[src/rtl/life_grid_scheduler_pkg.sv]
// Shared constants and state encoding for the life grid scheduler, core and video path.
package life_grid_scheduler_pkg;

  localparam int unsigned GridW         = 32;
  localparam int unsigned GridH         = 24;
  localparam int unsigned GridCellAw    = 10;
  localparam int unsigned GridCellCount = GridW * GridH;

  typedef enum logic [2:0] {
    StIdle  = 3'd0,
    StStart = 3'd1,
    StRun   = 3'd2,
    StSwap  = 3'd3,
    StClear = 3'd4
  } sched_state_e;

endpackage

[src/rtl/life_grid_arbiter.sv]
// Fixed-priority grant for the cell RAM plus 1-cycle read-valid routing back to requesters.
module life_grid_arbiter (
  input  logic clk_i,
  input  logic rst_ni,
  input  logic vid_req_i,
  input  logic edit_req_i,
  input  logic edit_we_i,
  input  logic edit_en_i,
  input  logic eng_req_i,
  input  logic eng_we_i,
  input  logic eng_en_i,
  input  logic sweep_req_i,
  output logic vid_gnt_o,
  output logic edit_gnt_o,
  output logic eng_gnt_o,
  output logic sweep_gnt_o,
  output logic mem_en_o,
  output logic vid_rvalid_o,
  output logic edit_rvalid_o,
  output logic eng_rvalid_o
);

  logic vid_rvalid_q, edit_rvalid_q, eng_rvalid_q;

  // Video always wins so the pixel stream never stalls.
  always_comb begin
    vid_gnt_o   = vid_req_i;
    edit_gnt_o  = edit_req_i & edit_en_i & ~vid_req_i;
    eng_gnt_o   = eng_req_i & eng_en_i & ~vid_req_i;
    sweep_gnt_o = sweep_req_i & ~vid_req_i;
    mem_en_o    = vid_gnt_o | edit_gnt_o | eng_gnt_o | sweep_gnt_o;
  end

  always_ff @(posedge clk_i or negedge rst_ni) begin
    if (!rst_ni) begin
      vid_rvalid_q  <= 1'b0;
      edit_rvalid_q <= 1'b0;
      eng_rvalid_q  <= 1'b0;
    end else begin
      vid_rvalid_q  <= vid_gnt_o;
      edit_rvalid_q <= edit_gnt_o & ~edit_we_i;
      eng_rvalid_q  <= eng_gnt_o & ~eng_we_i;
    end
  end

  assign vid_rvalid_o  = vid_rvalid_q;
  assign edit_rvalid_o = edit_rvalid_q;
  assign eng_rvalid_o  = eng_rvalid_q;

endmodule

[src/rtl/life_grid_scheduler.sv]
// Generation sequencer and cell RAM owner: ping-pong banks, engine handshake, clear sweep.
module life_grid_scheduler
  import life_grid_scheduler_pkg::*;
#(
  parameter int unsigned CELL_AW    = GridCellAw,
  parameter int unsigned CELL_COUNT = GridCellCount,
  parameter int unsigned OVR_W      = 8
) (
  input  logic               clock,
  input  logic               reset_n,
  input  logic               step_tick,
  input  logic               pause,
  input  logic               single_step,
  input  logic               clear_req,
  input  logic               vid_req,
  input  logic [CELL_AW-1:0] vid_addr,
  output logic               vid_rvalid,
  input  logic               edit_req,
  input  logic               edit_we,
  input  logic [CELL_AW-1:0] edit_addr,
  input  logic               edit_wdata,
  output logic               edit_gnt,
  output logic               edit_rvalid,
  input  logic               eng_req,
  input  logic               eng_we,
  input  logic [CELL_AW-1:0] eng_addr,
  input  logic               eng_wdata,
  output logic               eng_gnt,
  output logic               eng_rvalid,
  output logic               step_start,
  input  logic               step_done,
  output logic               mem_en,
  output logic               mem_we,
  output logic [CELL_AW:0]   mem_addr,
  output logic               mem_wdata,
  output logic               bank,
  output logic               busy,
  output logic [15:0]        generation,
  output logic [OVR_W-1:0]   overrun_cnt
);

  sched_state_e       state_q, state_d;
  logic               bank_q;
  logic [15:0]        gen_q;
  logic [OVR_W-1:0]   ovr_q;
  logic [CELL_AW-1:0] cnt_q;
  logic               step_start_q;
  logic               vid_gnt, sweep_gnt;
  logic               go_step, any_evt;

  assign go_step = (step_tick & ~pause) | single_step;
  assign any_evt = go_step | clear_req;

  life_grid_arbiter u_arbiter (
    .clk_i         (clock),
    .rst_ni        (reset_n),
    .vid_req_i     (vid_req),
    .edit_req_i    (edit_req),
    .edit_we_i     (edit_we),
    .edit_en_i     (state_q == StIdle),
    .eng_req_i     (eng_req),
    .eng_we_i      (eng_we),
    .eng_en_i      (state_q == StRun),
    .sweep_req_i   (state_q == StClear),
    .vid_gnt_o     (vid_gnt),
    .edit_gnt_o    (edit_gnt),
    .eng_gnt_o     (eng_gnt),
    .sweep_gnt_o   (sweep_gnt),
    .mem_en_o      (mem_en),
    .vid_rvalid_o  (vid_rvalid),
    .edit_rvalid_o (edit_rvalid),
    .eng_rvalid_o  (eng_rvalid)
  );

  always_comb begin
    state_d = state_q;
    unique case (state_q)
      StIdle: begin
        if (clear_req)    state_d = StClear;
        else if (go_step) state_d = StStart;
      end
      StStart: state_d = StRun;
      StRun:   if (step_done) state_d = StSwap;
      StSwap:  state_d = StIdle;
      StClear: if (sweep_gnt && cnt_q == CELL_AW'(CELL_COUNT - 1)) state_d = StIdle;
      default: state_d = StIdle;
    endcase
  end

  always_comb begin
    mem_we    = 1'b0;
    mem_addr  = '0;
    mem_wdata = 1'b0;
    if (vid_gnt) begin
      mem_addr = {bank_q, vid_addr};
    end else if (edit_gnt) begin
      mem_we    = edit_we;
      mem_addr  = {bank_q, edit_addr};
      mem_wdata = edit_wdata;
    end else if (eng_gnt) begin
      // Engine reads the displayed bank and writes the next one.
      mem_we    = eng_we;
      mem_addr  = {bank_q ^ eng_we, eng_addr};
      mem_wdata = eng_wdata;
    end else if (sweep_gnt) begin
      mem_we   = 1'b1;
      mem_addr = {bank_q, cnt_q};
    end
  end

  always_ff @(posedge clock or negedge reset_n) begin
    if (!reset_n) begin
      state_q      <= StIdle;
      bank_q       <= 1'b0;
      gen_q        <= '0;
      ovr_q        <= '0;
      cnt_q        <= '0;
      step_start_q <= 1'b0;
    end else begin
      state_q      <= state_d;
      step_start_q <= (state_q == StStart);
      if (state_q == StSwap) begin
        bank_q <= ~bank_q;
        gen_q  <= gen_q + 16'd1;
      end
      if (state_q == StClear && sweep_gnt) begin
        cnt_q <= (state_d == StIdle) ? '0 : cnt_q + 1'b1;
      end
      if (any_evt && state_q != StIdle && ovr_q != '1) begin
        ovr_q <= ovr_q + 1'b1;
      end
    end
  end

  assign step_start  = step_start_q;
  assign bank        = bank_q;
  assign busy        = (state_q != StIdle);
  assign generation  = gen_q;
  assign overrun_cnt = ovr_q;

endmodule

[config.mk]
export PLATFORM = sky130hd
export DESIGN_NAME = life_grid_scheduler
export DESIGN_NICKNAME = d
export VERILOG_FILES = /design/src/rtl/life_grid_scheduler_pkg.sv /design/src/rtl/life_grid_arbiter.sv /design/src/rtl/life_grid_scheduler.sv
export SDC_FILE = /design/constraint.sdc
export NUM_CORES = 1
export LEC_CHECK = 0
export ABC_CLOCK_PERIOD_IN_PS = 2100
export BUFFER_PORTS_ARGS = -buffer_cell sky130_fd_sc_hd__buf_2
export CORE_AREA = 3 3 92 94
export CTS_CLUSTER_DIAMETER = 80
export DETAILED_ROUTE_END_ITERATION = 8
export DIE_AREA = 0 0 95 97
export HOLD_SLACK_MARGIN = 0.08
export PLACE_DENSITY = 0.63
export SYNTH_ARGS = -nofsm -noshare
export SYNTH_HDL_FRONTEND = slang
export SYNTH_SLANG_ARGS = --single-unit
[constraint.sdc]
create_clock -name clock -period 2.1 [get_ports clock]
set_input_delay 0.21 -clock clock [delete_from_list [all_inputs] [get_ports clock]]
set_output_delay 0.21 -clock clock [all_outputs]
set_load 0.02 [all_outputs]
# == Word-level counts from Yosys, hierarchy flattened ==
# Index checks and enable logic that the tools add are counted.
# classes
add_sub_neg,3
n_eq_ne,6
n_mux,17
bitwise_logic,19
reduce_logical,7
# ops
operator,count
$mux W11,4
$add A16 B1 Y16 const B,1
$mux W3,4
$pmux W3 S4,1
$add A10 B1 Y10 const B,1
$eq A10 B10 Y1 const B,1
$mux W10,1
$add A8 B1 Y8 const B,1
$and A1 B1 Y1,8
$ne A8 B8 Y1 const B,1
$mux W1,7
$eq A3 B2 Y1 const B,2
$logic_not A3 Y1,2
$not A1 Y1,5
$or A1 B1 Y1,5
$logic_and A1 B1 Y1,4
$eq A3 B1 Y1 const B,1
$eq A3 B3 Y1 const B,1
$reduce_bool A3 Y1,1
$xor A1 B1 Y1,1
# word_totals
ff_bits,42
in_bits,44
elab_cells,61

# == Depth between registers and ports, before layout ==
# Gate-level depths: netlist of the first run.
# logic_depth
depth_word,8
depth_mapped,7
ltp_nobuf,5

# == By module ==
# A second synthesis of the first run with hierarchy kept.
# hier_totals
cells_unflattened,238
area_unflattened_um2,2362.3
# by_module_without_submodules
module,instances,cells_per_inst,area_per_inst_um2,seq_area_each_um2
life_grid_scheduler,1,225,2239.6,975.9
life_grid_arbiter,1,13,122.6,75.1

# == Worst setup path before layout of the first run ==
# OpenSTA, ideal clock, no wires.
# synth_path
path_type,flip-flop to output port
startpoint,register state_q[0]
endpoint,output port mem_addr[10]
arrival_ns,1.601
path_slack_ns,0.289
path_stages_with_launch,6
path_buffers,1
cell_sequence,dfrtp_1 -> buf_2 -> nand4bb_1 -> nor2_1 -> nand2_1 -> o21ai_0
# synth_via
elab_chain_cells,6
# synth_rtl
item,line_no,rtl
"start, declared",life_grid_scheduler.sv:42,"sched_state_e state_q, state_d;"
"start signal, assigned",life_grid_scheduler.sv:113,state_q <= StIdle;
"start signal, assigned",life_grid_scheduler.sv:120,state_q <= state_d;
$eq A3 B2 Y1,life_grid_scheduler.sv:63,".eng_en_i (state_q == StRun),"
$and A1 B1 Y1 (2 in a row),life_grid_arbiter.sv:29,eng_gnt_o = eng_req_i & eng_en_i & ~vid_req_i;
via eng_gnt,life_grid_scheduler.sv:28,"output logic eng_gnt,"
$mux W11,life_grid_scheduler.sv:100,end else if (eng_gnt) begin
$mux W11,life_grid_scheduler.sv:96,end else if (edit_gnt) begin
$mux W11,life_grid_scheduler.sv:94,if (vid_gnt) begin
"end, declared",life_grid_scheduler.sv:34,"output logic [CELL_AW:0] mem_addr,"
# The timed path passes the listed nets, and every way through them passes these cells.

# == Worst setup path after layout of the first run ==
# layout_path
startpoint,register state_q[1]
endpoint,output port mem_addr[9]
# layout_via
elab_chain_cells,6
# layout_rtl
item,line_no
$eq A3 B3 Y1 / $eq A3 B2 Y1 (equally long branches),"life_grid_scheduler.sv:64, life_grid_scheduler.sv:63"
$and A1 B1 Y1 (on tied branches),"life_grid_arbiter.sv:30, life_grid_arbiter.sv:29"
$mux W11 / $and A1 B1 Y1 (equally long branches),"life_grid_scheduler.sv:105, life_grid_arbiter.sv:29"
$mux W11,life_grid_scheduler.sv:100
$mux W11 *,life_grid_scheduler.sv:96
$mux W11 *,life_grid_scheduler.sv:94
# Every way passes the cells marked *; elsewhere a longest branch is shown, timed or not.

==> impl_results.md, run 1 <==
* Final setup TNS at 0 ps
* Wire length on met2 at 2.99 mm
* Worst EP arrival at 1830 ps
* DRT Wirelength at 5.92 mm
* Peak supply drop at 0.661 mV
* PwrDens at 737 nW/um2
* Hold WC Path Type: in2reg
* Routed vias at 2,077
* Hold Vio Cnt, Final at 0
* GPL Wtd Cong at 0.777
* DRT Pass-1 Iters at 6
* H-tree depth at 2
* Asr flop ratio synth at 100%
* Primary FF master, synth: dfrtp_1
* Die area at 9220 um2
* CTS Root Cell: clkbuf_8
* Dpl ws at 205 ps
* Clock slew at reported path FFs at 80 ps
* Register area share after synthesis at 46.0%
* Mapped Nets at 285
* CP endpoint kind: primary output
* Fmax at 490 MHz
* Initial antenna violation count at 0
* Max clock buf depth at 2
* Num CTS Buffers at 5
* Leakage at 1.48 nW
* Initial core utilization at 29.6%
* Die Y at 97 um
* Largest net degree at the start of global routing at 43
* Max-slew headroom at 62.5%
* Final Net Count at 383
* Final hold slack at 139 ps
* Share of cells above drive strength 1 at 34.7%
* Top delay family on crit path: buffers and inverters
* Core area at 7730 um2
* Tmin final at 2040 ps
* Vias in the first global route at 2,036
* DR DRC count at 0
* Antenna cells at 0
* Yosys reg bits at 42
* Most frequent cells in the layout: buf_2, dfrtp_1, nand2_1
* # rows at 32
* CP Max Fanout at 13
* Post-DP HPWL at 4.46 mm
* Max-cap viol count at 0
* Skew final at 9.02 ps
* Slowest stage cell, crit path: dfrtp_1
* Status: finished clean
* DR WL/cell at 13.5 um
* Top layer in use: met4
* Worst-Margin Slew at 562 ps
* P&R area growth vs syn at 32.3%
* EDFF count, synth at 0
* CTS Sinks at 42
* Final worst setup slack at 59.7 ps
* Core Util, Final at 39.1%
* CTS tree: done
* Startpoint type of the worst setup path: register
* Vias per cell at 4.73
* WL met3 at 341 um
* Placed cells at 428
* Data required time at the worst endpoint at 1890 ps
* Met1 WL at 2.52 mm
* Synth Cell Area at 2280 um2
* I/O pins at 90
* Crit-path cells: buf_4 -> or2_4 -> nor3b_2 -> buf_6 -> a221o_1 -> buf_2
* Critical path class: reg2out
* Initial drt markers at 99
* Total global-route track usage at 13.1%
* Cells after synthesis at 238
* CP max stage delay at 380 ps
* Aggregate global routing overflow at 0
* PortBufs at 89
* Syn_area_per_cell at 9.60 um2
* Final period utilization at 97.2%
* YS warnings at 0
* Top cells by area, synth: dfrtp_1, nand2_1, xnor2_1
* Non-Filler Instances at 439
* Die X at 95 um
* First-pass GRT wire length at 9.81 mm
* WP buf/inv at 3
* Synth unique cells at 46
* Commonest non-fill, non-tap cell in the layout: buf_2
* RSZ-0062 raised after global routing: true
* Skew-Pair Late Insertion Delay at 290 ps
* Max Slew Vio Count at 0
* Share of the synthesized area in the top cell type at 46.0%
* # setup viols final at 0
* Synth area leader: dfrtp_1
* Antenna viol nets, final at 0
==> cells in the mapped netlist, types with 2 or more instances <==
cell,instances
or3_1,3
mux2i_1,2
nor3_1,13
nand3_1,7
nand2_1,39
ha_1,3
a221o_1,10
nor4_1,2
buf_2,4
nor2_1,18
xor2_1,13
a21oi_1,5
nand2b_1,3
inv_1,4
o31ai_1,2
nor3b_1,2
nand4_1,7
xnor2_1,15
o21ai_0,13
clkbuf_1,5
dfrtp_1,42
buf_4,2
==> cells by family (layout without fill, tap and decap cells) <==
group,Yosys count,in the layout,synth area share [%]
adders and majority gates,3,3,1.64
muxes,3,3,1.37
and+or+nand+nor,110,110,25.5
DFF,42,42,46.0
xor gates and xnor gates,28,28,10.7
AOI/OAI and AO/OA,37,37,11.7
buffers and inverters,15,114,3.01
==> state kept, by name, summed over array words and instances, names as in the netlist <==
name and cells:
u_arbiter.vid_rvalid_o 1, u_arbiter.eng_rvalid_o 1, bank 1, step_start 1
state_q 3, u_arbiter.edit_rvalid_o 1, overrun_cnt 8, generation 16
cnt_q 10
==> report_power, final <==
part | switching [W] | internal [W] | leakage, nW
Combinational | 0.000328 | 0.000254 | 0.876
Sequential | 0.000162 | 0.000930 | 0.552
Clock | 0.000290 | 0.000265 | 0.0472
Total | 0.000779 | 0.00145 | 1.48
==> path summary, 6_finish.rpt <==
path | startpoint | end | slack [ps] | cells after the start
max reg2reg | state_q[2] | cnt_q[9] | 210 | 4
min | eng_we | u_arbiter.eng_rvalid_o | 140 | 2
max in group asynchronous | reset_n | bank | 1190 | 3
min reg2reg | generation[15] | generation[15] | 470 | 1
min in group asynchronous | reset_n | generation[12] | 520 | 3
max | state_q[1] | mem_addr[9] | 60 | 6
==> area by class of cell <==
class	instances	area [um2]
clock buffers	6	82.6
repair buffers	102	561
clock inverters	2	12.5
inverters	4	15.0
well taps	102	128
flip-flops and latches	42	1050
multi-input cells	181	1170
fillers	776	4710
==> metal layers <==
metal  global-route usage [%]  vias up
li1                         -     1040
met5                        0        -
met1                     15.3      979
met2                     23.0       52
met4                     3.66        0
met3                     3.42        6
==> what timing repair did <==
action,CTS,global route
resized for setup,5,6
buffers inserted,1,0
hold buffers,2,0
setup endpoints to repair,10,10
endpoints found under the hold margin,43,0
pin swaps,1,1
==> per-stage QoR <==
stage               instance area (um2)  power (W)
floorplan                          2280    0.00145
global placement                   2880    0.00168
detailed placement                 2880    0.00169
CTS                                3010    0.00226
global route                       3020    0.00237
finish                             3020    0.00223
No activity file was read; power rests on OpenSTA's default activity.
==> run 2: changes to the inputs <==
- ABC_CLOCK_PERIOD_IN_PS: 2100 -> 2500
- SETUP_SLACK_MARGIN: default -> 0.02
- TNS_END_PERCENT: default -> 100
- clock period: 2.1 -> 2.5 ns (I/O delays scaled with it)
==> run 2 against run 1 <==
Compared with the run above: clock power down 17%; highest routed layer unchanged; register-to-register slack better by 230 ps; combinational power down 18%; first-iteration DRC count down 37%; clock-buffer cell count unchanged; largest power group unchanged; sequential share of layout area up 1.0 points.
==> impl_results.md, run 2 (synthesis results as in run 1) <==
* Post-CTS setup buffers at 0 (was 1)
* Die area at 9220 um2 (unchanged)
* Depth of the worst register-to-register path at 4 (unchanged)
* GPL Wtd Cong at 0.788 (was 0.777)
* PortBufs at 89 (unchanged)
* RR Startpoint: state_q[0] (was state_q[2])
* DR WL/cell at 13.1 um (was 13.5 um)
* Clock slew at reported path FFs at 90 ps (was 80 ps)
* Antenna cells at 0 (unchanged)
* Dpl ws at 450 ps (was 205 ps)
* Total global-route track usage at 13.1% (about the same)
* DR DRC count at 0 (unchanged)
* Die X at 95 um (unchanged)
* # setup viols final at 0 (unchanged)
* Worst EP arrival at 1950 ps (was 1830 ps)
* Worst R2R End: cnt_q[0] (was cnt_q[9])
* P&R area growth vs syn at 28.5% (was 32.3%)
* Hold WC Path Type: in2async (was in2reg)
* Die Y at 97 um (unchanged)
* Core area at 7730 um2 (unchanged)
* I/O pins at 90 (unchanged)
* Final worst setup slack at 298 ps (was 59.7 ps)
* Initial core utilization at 29.6% (unchanged)
* DRT Wirelength at 5.65 mm (was 5.92 mm)
* Final setup TNS at 0 ps (unchanged)
* CTS tree: done (unchanged)
* Critical path class: reg2out (unchanged)
* Share of cells above drive strength 1 at 33.4% (was 34.7%)
* Total power at 0.00184 W (was 0.00223 W)
* H-tree depth at 2 (unchanged)
* Hold Vio Cnt, Final at 0 (unchanged)
* First-pass GRT wire length at 9.66 mm (was 9.81 mm)
* Routed vias at 2,013 (was 2,077)
* CP Max Fanout at 14 (was 13)
* Max clock buf depth at 2 (unchanged)
* Startpoint type of the worst setup path: register (unchanged)
* Tmin final at 2200 ps
* Initial antenna violation count at 0 (unchanged)
* R2R setup slack at 440 ps (was 210 ps)
* Crit-path cells: and4bb_2 -> nand2_1 -> o21ai_0 -> a221o_1 -> buf_2 (was buf_4 -> or2_4 -> nor3b_2 -> buf_6 -> a221o_1 -> buf_2)
* Max-slew headroom at 38.4% (was 62.5%)
* Skew-Pair Late Insertion Delay at 290 ps (about the same)
* Final Net Count at 375 (was 383)
* Leakage at 1.43 nW (was 1.48 nW)
* # rows at 32 (unchanged)
* Max-cap viol count at 0 (unchanged)
* CTS Root Cell: clkbuf_8 (unchanged)
* CP max stage delay at 540 ps (was 380 ps)
* Final period utilization at 88.1%
* Skew final at 9.12 ps (was 9.02 ps)
* Data required time at the worst endpoint at 2250 ps (was 1890 ps)
* Num CTS Buffers at 5 (unchanged)
* Antenna viol nets, final at 0 (unchanged)
* Slowest stage cell, crit path: and4bb_2 (was dfrtp_1)
* Vias in the first global route at 1,993 (was 2,036)
* Aggregate global routing overflow at 0 (unchanged)
* RSZ-0062 raised after global routing: false (was true)
* CTS Sinks at 42 (unchanged)
* Max Slew Vio Count at 0 (unchanged)
* CP endpoint kind: primary output (unchanged)
* Max reg flops at 16 (unchanged)
* PwrDens at 628 nW/um2 (was 737 nW/um2)
* Peak supply drop at 0.583 mV (was 0.661 mV)
* Post-DP HPWL at 4.41 mm (was 4.46 mm)
* DRT Pass-1 Iters at 4 (was 6)
* Largest net degree at the start of global routing at 43 (unchanged)
* Worst-Margin Slew at 924 ps (was 562 ps)
* Vias per cell at 4.67 (was 4.73)
* Commonest non-fill, non-tap cell in the layout: buf_2 (unchanged)
* Most frequent cells in the layout: buf_2, dfrtp_1, nand2_1 (unchanged)
* Initial drt markers at 62 (was 99)
* Fmax at 454 MHz
* Status: finished clean (unchanged)
==> run 2: cell type report <==
type | count | area (um2)
fill | 770 | 4790
multi-input combinational | 181 | 1160
sequential | 42 | 1050
timing repair buffer | 94 | 483
tap | 102 | 128
clock buffer | 6 | 82.6
inverter | 4 | 15.0
clock inverter | 2 | 12.5
==> run 2: timing repair <==
action,in CTS,in global routing
hold buffers,0,0
hold endpoints to repair,0,0
resized for setup,0,1
setup endpoints to repair,0,3
==> run 2: critical path: cells and delay by family (launching register included) <==
| family | cells | cell delay, ps |
|---|---|---|
| compound gates | 2 | 390 |
| flops | 1 | 490 |
| simple gates | 2 | 630 |
| buf+inv | 1 | 160 |
==> run 2: power by group <==
group / switching [W] / internal, W
registers: 0.000130 / 0.000781
clock network: 0.000236 / 0.000222
logic: 0.000269 / 0.000207
total: 0.000635 / 0.00121
==> run 2: worst max-delay path by stage <==
stage / startpoint / end / slack (ps) / depth (start not counted)
finish: state_q[0] / mem_addr[0] / 300 / 5
global route: state_q[0] / mem_addr[0] / 130 / 5
CTS: state_q[0] / mem_addr[0] / 130 / 5
detailed placement: state_q[0] / cnt_q[0] / 450 / 4
global placement: state_q[0] / cnt_q[0] / 480 / 4
floorplan: state_q[0] / mem_addr[10] / 650 / 5
==> run 2: metal layers <==
layer  wire length, um  GRT usage, %  share of wire [%]
met1              2440          16.2                 43
met2              2800          22.0                 50
met3               347          3.50                6.1
met4                61          3.77                1.1
met5                 0             0                  0
==> run 2: per-stage QoR <==
| step | hold slack (ps) | instance area (um2) | cells | utilization, % |
|---|---|---|---|---|
| finish | 89.1 | 2940 | 431 | 38.0 |
| global route | 108 | 2940 | 431 | 38.0 |
| CTS | 104 | 2940 | 431 | 38.0 |
| detailed placement | 431 | 2840 | 423 | 36.8 |
| global placement | 424 | 2840 | 423 | 36.8 |
| floorplan | -45.6 | 2280 | 238 | - |
